`src/rtl/compute_job_dispatcher.sv`:
```
// Queued multi-channel job dispatcher: buffers op descriptors in a small FIFO, launches them one at a
// time on NUM_CH executors, muxes the shared BRAM read port and guards each job with a watchdog.
module compute_job_dispatcher #(
  parameter int DATA_WIDTH     = 32,
  parameter int ADDR_WIDTH     = 14,
  parameter int OP_WIDTH       = 3,
  parameter int NUM_CH         = 2,
  parameter int QUEUE_DEPTH    = 4,
  parameter int TIMEOUT_CYCLES = 1_000_000,
  localparam int CH_W          = (NUM_CH > 1) ? $clog2(NUM_CH) : 1,
  localparam int LVL_W         = $clog2(QUEUE_DEPTH) + 1
) (
  input  logic                         clk,
  input  logic                         rst_n,
  input  logic                         abort,
  input  logic                         job_valid,
  output logic                         job_ready,
  input  logic [CH_W-1:0]              job_ch,
  input  logic [OP_WIDTH-1:0]          job_op,
  input  logic [2:0]                   job_matrix_a,
  input  logic [2:0]                   job_matrix_b,
  input  logic [DATA_WIDTH-1:0]        job_scalar,
  input  logic [ADDR_WIDTH-1:0]        sel_bram_addr,
  output logic [NUM_CH-1:0]            exec_start,
  output logic [OP_WIDTH-1:0]          exec_op,
  output logic [2:0]                   exec_matrix_a,
  output logic [2:0]                   exec_matrix_b,
  output logic [DATA_WIDTH-1:0]        exec_scalar,
  input  logic [NUM_CH-1:0]            exec_done,
  input  logic [NUM_CH*ADDR_WIDTH-1:0] exec_bram_addr,
  output logic [ADDR_WIDTH-1:0]        bram_rd_addr,
  output logic                         busy,
  output logic                         done_pulse,
  output logic                         error,
  output logic [1:0]                   err_code,
  output logic [LVL_W-1:0]             queue_level,
  output logic [15:0]                  jobs_done
);

  localparam int PTR_W = $clog2(QUEUE_DEPTH);
  localparam int TMR_W = (TIMEOUT_CYCLES > 1) ? $clog2(TIMEOUT_CYCLES) : 1;
  localparam logic [TMR_W-1:0] TMR_LAST = TMR_W'((TIMEOUT_CYCLES > 0) ? TIMEOUT_CYCLES - 1 : 0);

  typedef enum logic [2:0] {
    S_IDLE,
    S_LAUNCH,
    S_RUN,
    S_RETIRE,
    S_ERROR
  } state_t;

  typedef struct packed {
    logic [CH_W-1:0]       ch;
    logic [OP_WIDTH-1:0]   op;
    logic [2:0]            matrix_a;
    logic [2:0]            matrix_b;
    logic [DATA_WIDTH-1:0] scalar;
  } desc_t;

  state_t state_reg, state_next;

  desc_t             fifo_mem [QUEUE_DEPTH];
  desc_t             push_desc;
  desc_t             head;
  logic [PTR_W-1:0]  wr_ptr_reg, rd_ptr_reg;
  logic [LVL_W-1:0]  count_reg;
  logic [CH_W-1:0]   active_ch_reg;
  logic [TMR_W-1:0]  timer_reg;

  logic [ADDR_WIDTH-1:0] ch_addr [NUM_CH];
  logic [NUM_CH-1:0]     ch_hit;

  logic full, empty, ch_bad, push_ok, push_bad, pop, flush;
  logic launch_now, done_act, timeout_hit, enter_error;

  for (genvar gi = 0; gi < NUM_CH; gi++) begin : g_ch
    assign ch_addr[gi] = exec_bram_addr[gi*ADDR_WIDTH +: ADDR_WIDTH];
    assign ch_hit[gi]  = (active_ch_reg == CH_W'(gi));
  end

  assign full      = (count_reg == LVL_W'(QUEUE_DEPTH));
  assign empty     = (count_reg == '0);
  assign job_ready = !full && (state_reg != S_ERROR) && !abort;
  assign ch_bad    = (int'(job_ch) >= NUM_CH);
  assign push_ok   = job_valid && job_ready && !ch_bad;
  assign push_bad  = job_valid && job_ready && ch_bad;
  assign pop       = (state_reg == S_IDLE) && !empty && !abort;

  assign push_desc = '{ch: job_ch, op: job_op, matrix_a: job_matrix_a,
                       matrix_b: job_matrix_b, scalar: job_scalar};
  assign head      = fifo_mem[rd_ptr_reg];

  // A done pulse from any channel other than the one running is ignored here.
  assign done_act    = (state_reg == S_RUN) && |(exec_done & ch_hit);
  assign timeout_hit = (TIMEOUT_CYCLES != 0) && (timer_reg == TMR_LAST);

  always_comb begin
    state_next = state_reg;
    case (state_reg)
      S_IDLE:   if (!empty) state_next = S_LAUNCH;
      S_LAUNCH: state_next = S_RUN;
      S_RUN: begin
        if (done_act)         state_next = S_RETIRE;
        else if (timeout_hit) state_next = S_ERROR;
      end
      S_RETIRE: state_next = S_IDLE;
      S_ERROR:  state_next = S_ERROR;
      default:  state_next = S_IDLE;
    endcase
    if (push_bad) state_next = S_ERROR;
    if (abort)    state_next = S_IDLE;
  end

  assign enter_error = (state_next == S_ERROR) && (state_reg != S_ERROR);
  // The queue is emptied on abort and held empty for as long as we sit in (or enter) ERROR.
  assign flush       = abort || (state_next == S_ERROR);

  assign launch_now   = (state_reg == S_LAUNCH) && !abort;
  assign exec_start   = launch_now ? ch_hit : '0;
  assign done_pulse   = (state_reg == S_RETIRE) && !abort;
  assign error        = (state_reg == S_ERROR);
  assign busy         = (state_reg == S_LAUNCH) || (state_reg == S_RUN) ||
                        (state_reg == S_RETIRE) || !empty;
  assign bram_rd_addr = (state_reg == S_RUN) ? ch_addr[active_ch_reg] : sel_bram_addr;
  assign queue_level  = count_reg;

  always_ff @(posedge clk or negedge rst_n) begin
    if (!rst_n) begin
      state_reg <= S_IDLE;
    end else begin
      state_reg <= state_next;
    end
  end

  // Descriptor storage carries no reset; occupancy is tracked by the pointers and count.
  always_ff @(posedge clk) begin
    if (push_ok) begin
      fifo_mem[wr_ptr_reg] <= push_desc;
    end
  end

  always_ff @(posedge clk or negedge rst_n) begin
    if (!rst_n) begin
      wr_ptr_reg    <= '0;
      rd_ptr_reg    <= '0;
      count_reg     <= '0;
      active_ch_reg <= '0;
      exec_op       <= '0;
      exec_matrix_a <= '0;
      exec_matrix_b <= '0;
      exec_scalar   <= '0;
      timer_reg     <= '0;
      err_code      <= '0;
      jobs_done     <= '0;
    end else begin
      if (flush) begin
        wr_ptr_reg <= '0;
        rd_ptr_reg <= '0;
        count_reg  <= '0;
      end else begin
        if (push_ok) wr_ptr_reg <= wr_ptr_reg + PTR_W'(1);
        if (pop)     rd_ptr_reg <= rd_ptr_reg + PTR_W'(1);
        count_reg <= count_reg + LVL_W'(push_ok) - LVL_W'(pop);
      end

      if (pop) begin
        active_ch_reg <= head.ch;
        exec_op       <= head.op;
        exec_matrix_a <= head.matrix_a;
        exec_matrix_b <= head.matrix_b;
        exec_scalar   <= head.scalar;
      end

      if (state_reg == S_LAUNCH) begin
        timer_reg <= '0;
      end else if (state_reg == S_RUN) begin
        timer_reg <= timer_reg + TMR_W'(1);
      end

      if (abort) begin
        err_code <= 2'd0;
      end else if (enter_error) begin
        err_code <= push_bad ? 2'd2 : 2'd1;
      end

      if (done_pulse && (jobs_done != 16'hFFFF)) begin
        jobs_done <= jobs_done + 16'd1;
      end
    end
  end

endmodule

```
`config.mk`:
```
export PLATFORM = sky130hd
export DESIGN_NAME = compute_job_dispatcher
export DESIGN_NICKNAME = d
export VERILOG_FILES = /design/src/rtl/compute_job_dispatcher.sv
export SDC_FILE = /design/constraint.sdc
export NUM_CORES = 1
export LEC_CHECK = 0
export BUFFER_PORTS_ARGS = -buffer_cell sky130_fd_sc_hd__buf_2
export CAP_MARGIN = 10
export CORE_ASPECT_RATIO = 0.75
export CORE_MARGIN = 2
export CORE_UTILIZATION = 50
export DETAILED_ROUTE_END_ITERATION = 6
export GPL_ROUTABILITY_DRIVEN = 0
export PLACE_DENSITY = 0.72
export SYNTH_ARGS = -nofsm -noshare
export SYNTH_HDL_FRONTEND = slang
export SYNTH_SLANG_ARGS = --single-unit
```
`constraint.sdc`:
```
create_clock -name clk -period 7.2 [get_ports clk]
set_input_delay 0.72 -clock clk [delete_from_list [all_inputs] [get_ports clk]]
set_output_delay 0.72 -clock clk [all_outputs]
set_load 0.005 [all_outputs]
```
==> results.rst <==
.. list-table::
   :header-rows: 1

   * - Metric
     - Value
   * - Share of synthesized area occupied by flip-flops and latches
     - 0.689
   * - Tightest hold margin
     - between 0.15 and 0.2 ns
   * - Final period util
     - 0.429
   * - Pin count of the biggest net entering global routing
     - 49
   * - Post-detailed-placement half-perimeter wirelength
     - between 10 and 15 mm
   * - Synth warnings
     - 0
   * - Unrepaired setup endpoints after global routing
     - false
   * - Slew Limit Headroom
     - 0.214
   * - Cell type of the slowest stage on the worst timing path
     - sky130_fd_sc_hd__buf_4
   * - Post-CTS resize count
     - 0
   * - Chip width
     - 172 um
   * - Drt first-iter violations
     - approximately 390
   * - Fraction of layout instances using a drive strength above 1
     - 0.393
   * - Buffers and inverters on the worst path
     - 4
   * - Total of fill cells in the finished design
     - roughly 1600
   * - Clock sinks
     - roughly 260
   * - Number of rows created at floorplan
     - 45
   * - Count of flip-flops with a built-in enable after synthesis
     - around 170
   * - Hold buffer count at CTS
     - 0
   * - #FFs+latches synth
     - between 200 and 300
   * - Initial Util
     - 0.516
   * - Final-stage net count
     - approximately 890
   * - Synthesized area
     - roughly 11000 sq um
   * - Die Ht
     - roughly 130 um
   * - Maximum vdd ir drop
     - approximately 0.00025 V
   * - Number of antenna violations at the first check in global routing
     - 4
   * - Wire length of the first global-routing pass
     - about 32 mm
   * - Status
     - complete, no violations
   * - Total setup violations reported at the end of the flow
     - 0
   * - Power density over cell area
     - approximately 350 nW/um^2
   * - Fin. Hold Viols
     - 0
   * - Critical Path, Cell by Cell
     - or3_1 -> nand3_2 -> buf_4 -> inv_1 -> ha_1 -> inv_1 -> ha_1 -> inv_1 -> fa_1 -> xor2_1 -> xnor2_1 -> a21oi_1
   * - Via count of the first global-routing pass
     - between 6000 and 7000
   * - Inserted Clock Buffers
     - 25
   * - Synth unique cells
     - 55
   * - Proportion of netlist area held by the largest area contributor
     - 0.478
   * - Flip-flop count of the largest register after layout
     - approximately 170
   * - Detailed-route DRC error count
     - 0
   * - Routed wire length per instance
     - roughly 19 um
   * - Total global routing overflow
     - 0
   * - Number of H-tree levels
     - 1
   * - Leakage power
     - about 4.8 nW
   * - Area Growth Syn to Fin
     - 18.3%
   * - Via density per instance
     - between 5 and 6
   * - Clock-pin transition on the worst setup and hold timing paths
     - roughly 0.060 ns
   * - Arrival @ worst endpoint
     - around 3.5 ns
   * - Finished Core Util
     - 0.611
   * - R2r setup slk
     - just over 4 ns
   * - Delay of the slowest cell on the worst path
     - between 0.5 and 0.6 ns
   * - Total length of routed wires
     - around 21 mm
   * - Gr usage total
     - 0.187
   * - Post-route antenna net violation count
     - 0
   * - I/O pin total
     - 172
   * - Type of the worst setup path
     - reg -> reg
   * - IO Port Bufs
     - between 150 and 200
   * - Maximum frequency from static timing analysis
     - about 320 MHz
   * - Setup tns final
     - 0 ns
   * - Post-CTS setup buffer count
     - 0
   * - Sort of element at the start of the critical path
     - flip-flop
   * - Via count
     - between 6000 and 7000
   * - CTS tree
     - yes
   * - Post-synth top flop
     - sky130_fd_sc_hd__edfxtp_1
   * - Area of the core
     - ~20000 sq um
   * - Worst Clk Skew
     - 0.00898 ns
   * - Leading post-synthesis cells by cell area
     - sky130_fd_sc_hd__edfxtp_1, sky130_fd_sc_hd__dfrtp_1, sky130_fd_sc_hd__mux4_2, sky130_fd_sc_hd__mux2_2, sky130_fd_sc_hd__mux2i_1
   * - Mapped Cells
     - a little over 600
   * - Number of search-and-repair iterations in the first detailed-routing pass
     - 4
   * - Worst-Skew Late Latency
     - roughly 0.53 ns
   * - Maximum count of clock buffers along a single path
     - 3
   * - Crit Path Max Fanout
     - between 40 and 50
   * - Actual slew at the worst max-slew pin
     - roughly 1.2 ns
   * - Library cell occupying the most area in the post-synthesis netlist
     - sky130_fd_sc_hd__edfxtp_1
   * - Crit-path most repeated cell
     - sky130_fd_sc_hd__inv_1
   * - Final worst path period need
     - around 3 ns
   * - Family with the most delay on the worst path
     - adder cells
   * - Syn nets
     - 718
   * - Worst setup EP type
     - flip-flop
   * - Cell with the most instances after synthesis
     - sky130_fd_sc_hd__edfxtp_1
   * - Hold WC Path Type
     - in -> async
   * - Clock root cell
     - sky130_fd_sc_hd__clkbuf_16
   * - Commonest cells in the netlist
     - sky130_fd_sc_hd__edfxtp_1, sky130_fd_sc_hd__dfrtp_1, sky130_fd_sc_hd__mux2_2
   * - Mean post-synth cell area
     - ~17 sq um
   * - Final count of pins violating max slew
     - 0
   * - Number of max-capacitance violations reported
     - 0
   * - Die ar.
     - roughly 22000 sq um
   * - Worst Path Required
     - between 7 and 8 ns
   * - Async set-reset flop share out of synthesis
     - 0.346
==> power breakdown <==
| part | leakage (nW) | internal, mW | switching [mW] |
|---|---|---|---|
| Clock | 0.412 | 0.760 | 0.549 |
| Sequential | 2.65 | 1.84 | 0.249 |
| Combinational | 1.78 | 0.585 | 0.446 |
==> cell usage in the layout, fill, tap and decap left out, types with 3 or more instances in the layout <==
cell type,synthesis,routed
sky130_fd_sc_hd__a21oi_1,9,9
sky130_fd_sc_hd__a22o_1,3,3
sky130_fd_sc_hd__and2_1,13,9
sky130_fd_sc_hd__and2_2,0,4
sky130_fd_sc_hd__and3_1,4,4
sky130_fd_sc_hd__and4_1,4,4
sky130_fd_sc_hd__buf_2,16,169
sky130_fd_sc_hd__buf_4,2,7
sky130_fd_sc_hd__clkbuf_1,11,6
sky130_fd_sc_hd__clkbuf_16,0,25
sky130_fd_sc_hd__clkbuf_8,0,4
sky130_fd_sc_hd__clkinv_2,0,5
sky130_fd_sc_hd__dfrtp_1,89,87
sky130_fd_sc_hd__edfxtp_1,168,168
sky130_fd_sc_hd__ha_1,8,8
sky130_fd_sc_hd__inv_1,15,15
sky130_fd_sc_hd__mux2_2,43,43
sky130_fd_sc_hd__mux2i_1,25,25
sky130_fd_sc_hd__mux4_2,42,42
sky130_fd_sc_hd__nand2_1,37,37
sky130_fd_sc_hd__nand3_1,9,9
sky130_fd_sc_hd__nand4_1,11,11
sky130_fd_sc_hd__nor2_1,9,9
sky130_fd_sc_hd__nor3_1,4,4
sky130_fd_sc_hd__nor3b_1,5,5
sky130_fd_sc_hd__nor4_1,6,6
sky130_fd_sc_hd__o211ai_1,4,4
sky130_fd_sc_hd__o21ai_0,25,25
sky130_fd_sc_hd__o31ai_1,3,3
sky130_fd_sc_hd__xnor2_1,12,12
sky130_fd_sc_hd__xor2_1,7,7
==> path summary, 6_finish.rpt <==
| check | from | endpoint | cells past startpoint |
|---|---|---|---|
| worst min register to register | jobs_done[15] | jobs_done[15] | 1 |
| worst min-delay path | rst_n | jobs_done[13] | 1 |
| max in group asynchronous | rst_n | rd_ptr_reg[0] | 2 |
| worst max register to register | queue_level[1] | queue_level[2] | 12 |
| min in group clk | job_scalar[10] | fifo_mem[3][10] | 1 |
| worst max-delay path | queue_level[1] | queue_level[2] | 12 |
==> metrics by stage <==
step                      instances  total power [mW]  worst slack (ns)  instance area, sq um
after detailed placement       1045              3.17              3.87                 11600
after floorplan                 619              2.77              4.35                 10600
final                          1092              4.43              4.11                 12500
after global routing           1091              4.66              3.89                 12500
after CTS                      1091              4.48              4.08                 12500
after global placement         1045              3.12              3.98                 11600
==> layer usage <==
layer	part of all wire	GRT usage	wire, um
met1	0.43	0.244	8990
met5	0.0019	0	39
met3	0.071	0.0449	1480
met2	0.48	0.324	10000
met4	0.017	0.0391	350
==> cell type report <==
cell class | instances | area (sq um) | area share
diodes | 1 | 2.50 | 0.000201
clock buffers | 35 | 703 | 0.0563
inverters | 15 | 56.3 | 0.00451
well taps | 282 | 353 | 0.0283
repair buffers | 176 | 898 | 0.0720
multi-input cells | 315 | 3060 | 0.246
flip-flops and latches | 257 | 7280 | 0.583
clock inverters | 11 | 126 | 0.0101
==> kinds of logic (layout without fill, tap and decap cells) <==
logic type | after synthesis | in the layout | synth area share
AND/OR/NAND/NOR | 118 | 118 | 0.0656
XOR/XNOR | 19 | 19 | 0.0158
multiplexers | 110 | 110 | 0.159
adder cells (fa/ha/maj) | 9 | 9 | 0.0114
buffers and inverters | 47 | 237 | 0.0208
AO/OA/AOI/OAI | 58 | 58 | 0.0376
flip-flops | 257 | 257 | 0.689
other | 1 | 2 | 0.000355
Note: power is estimated with default switching activity, not from simulation.
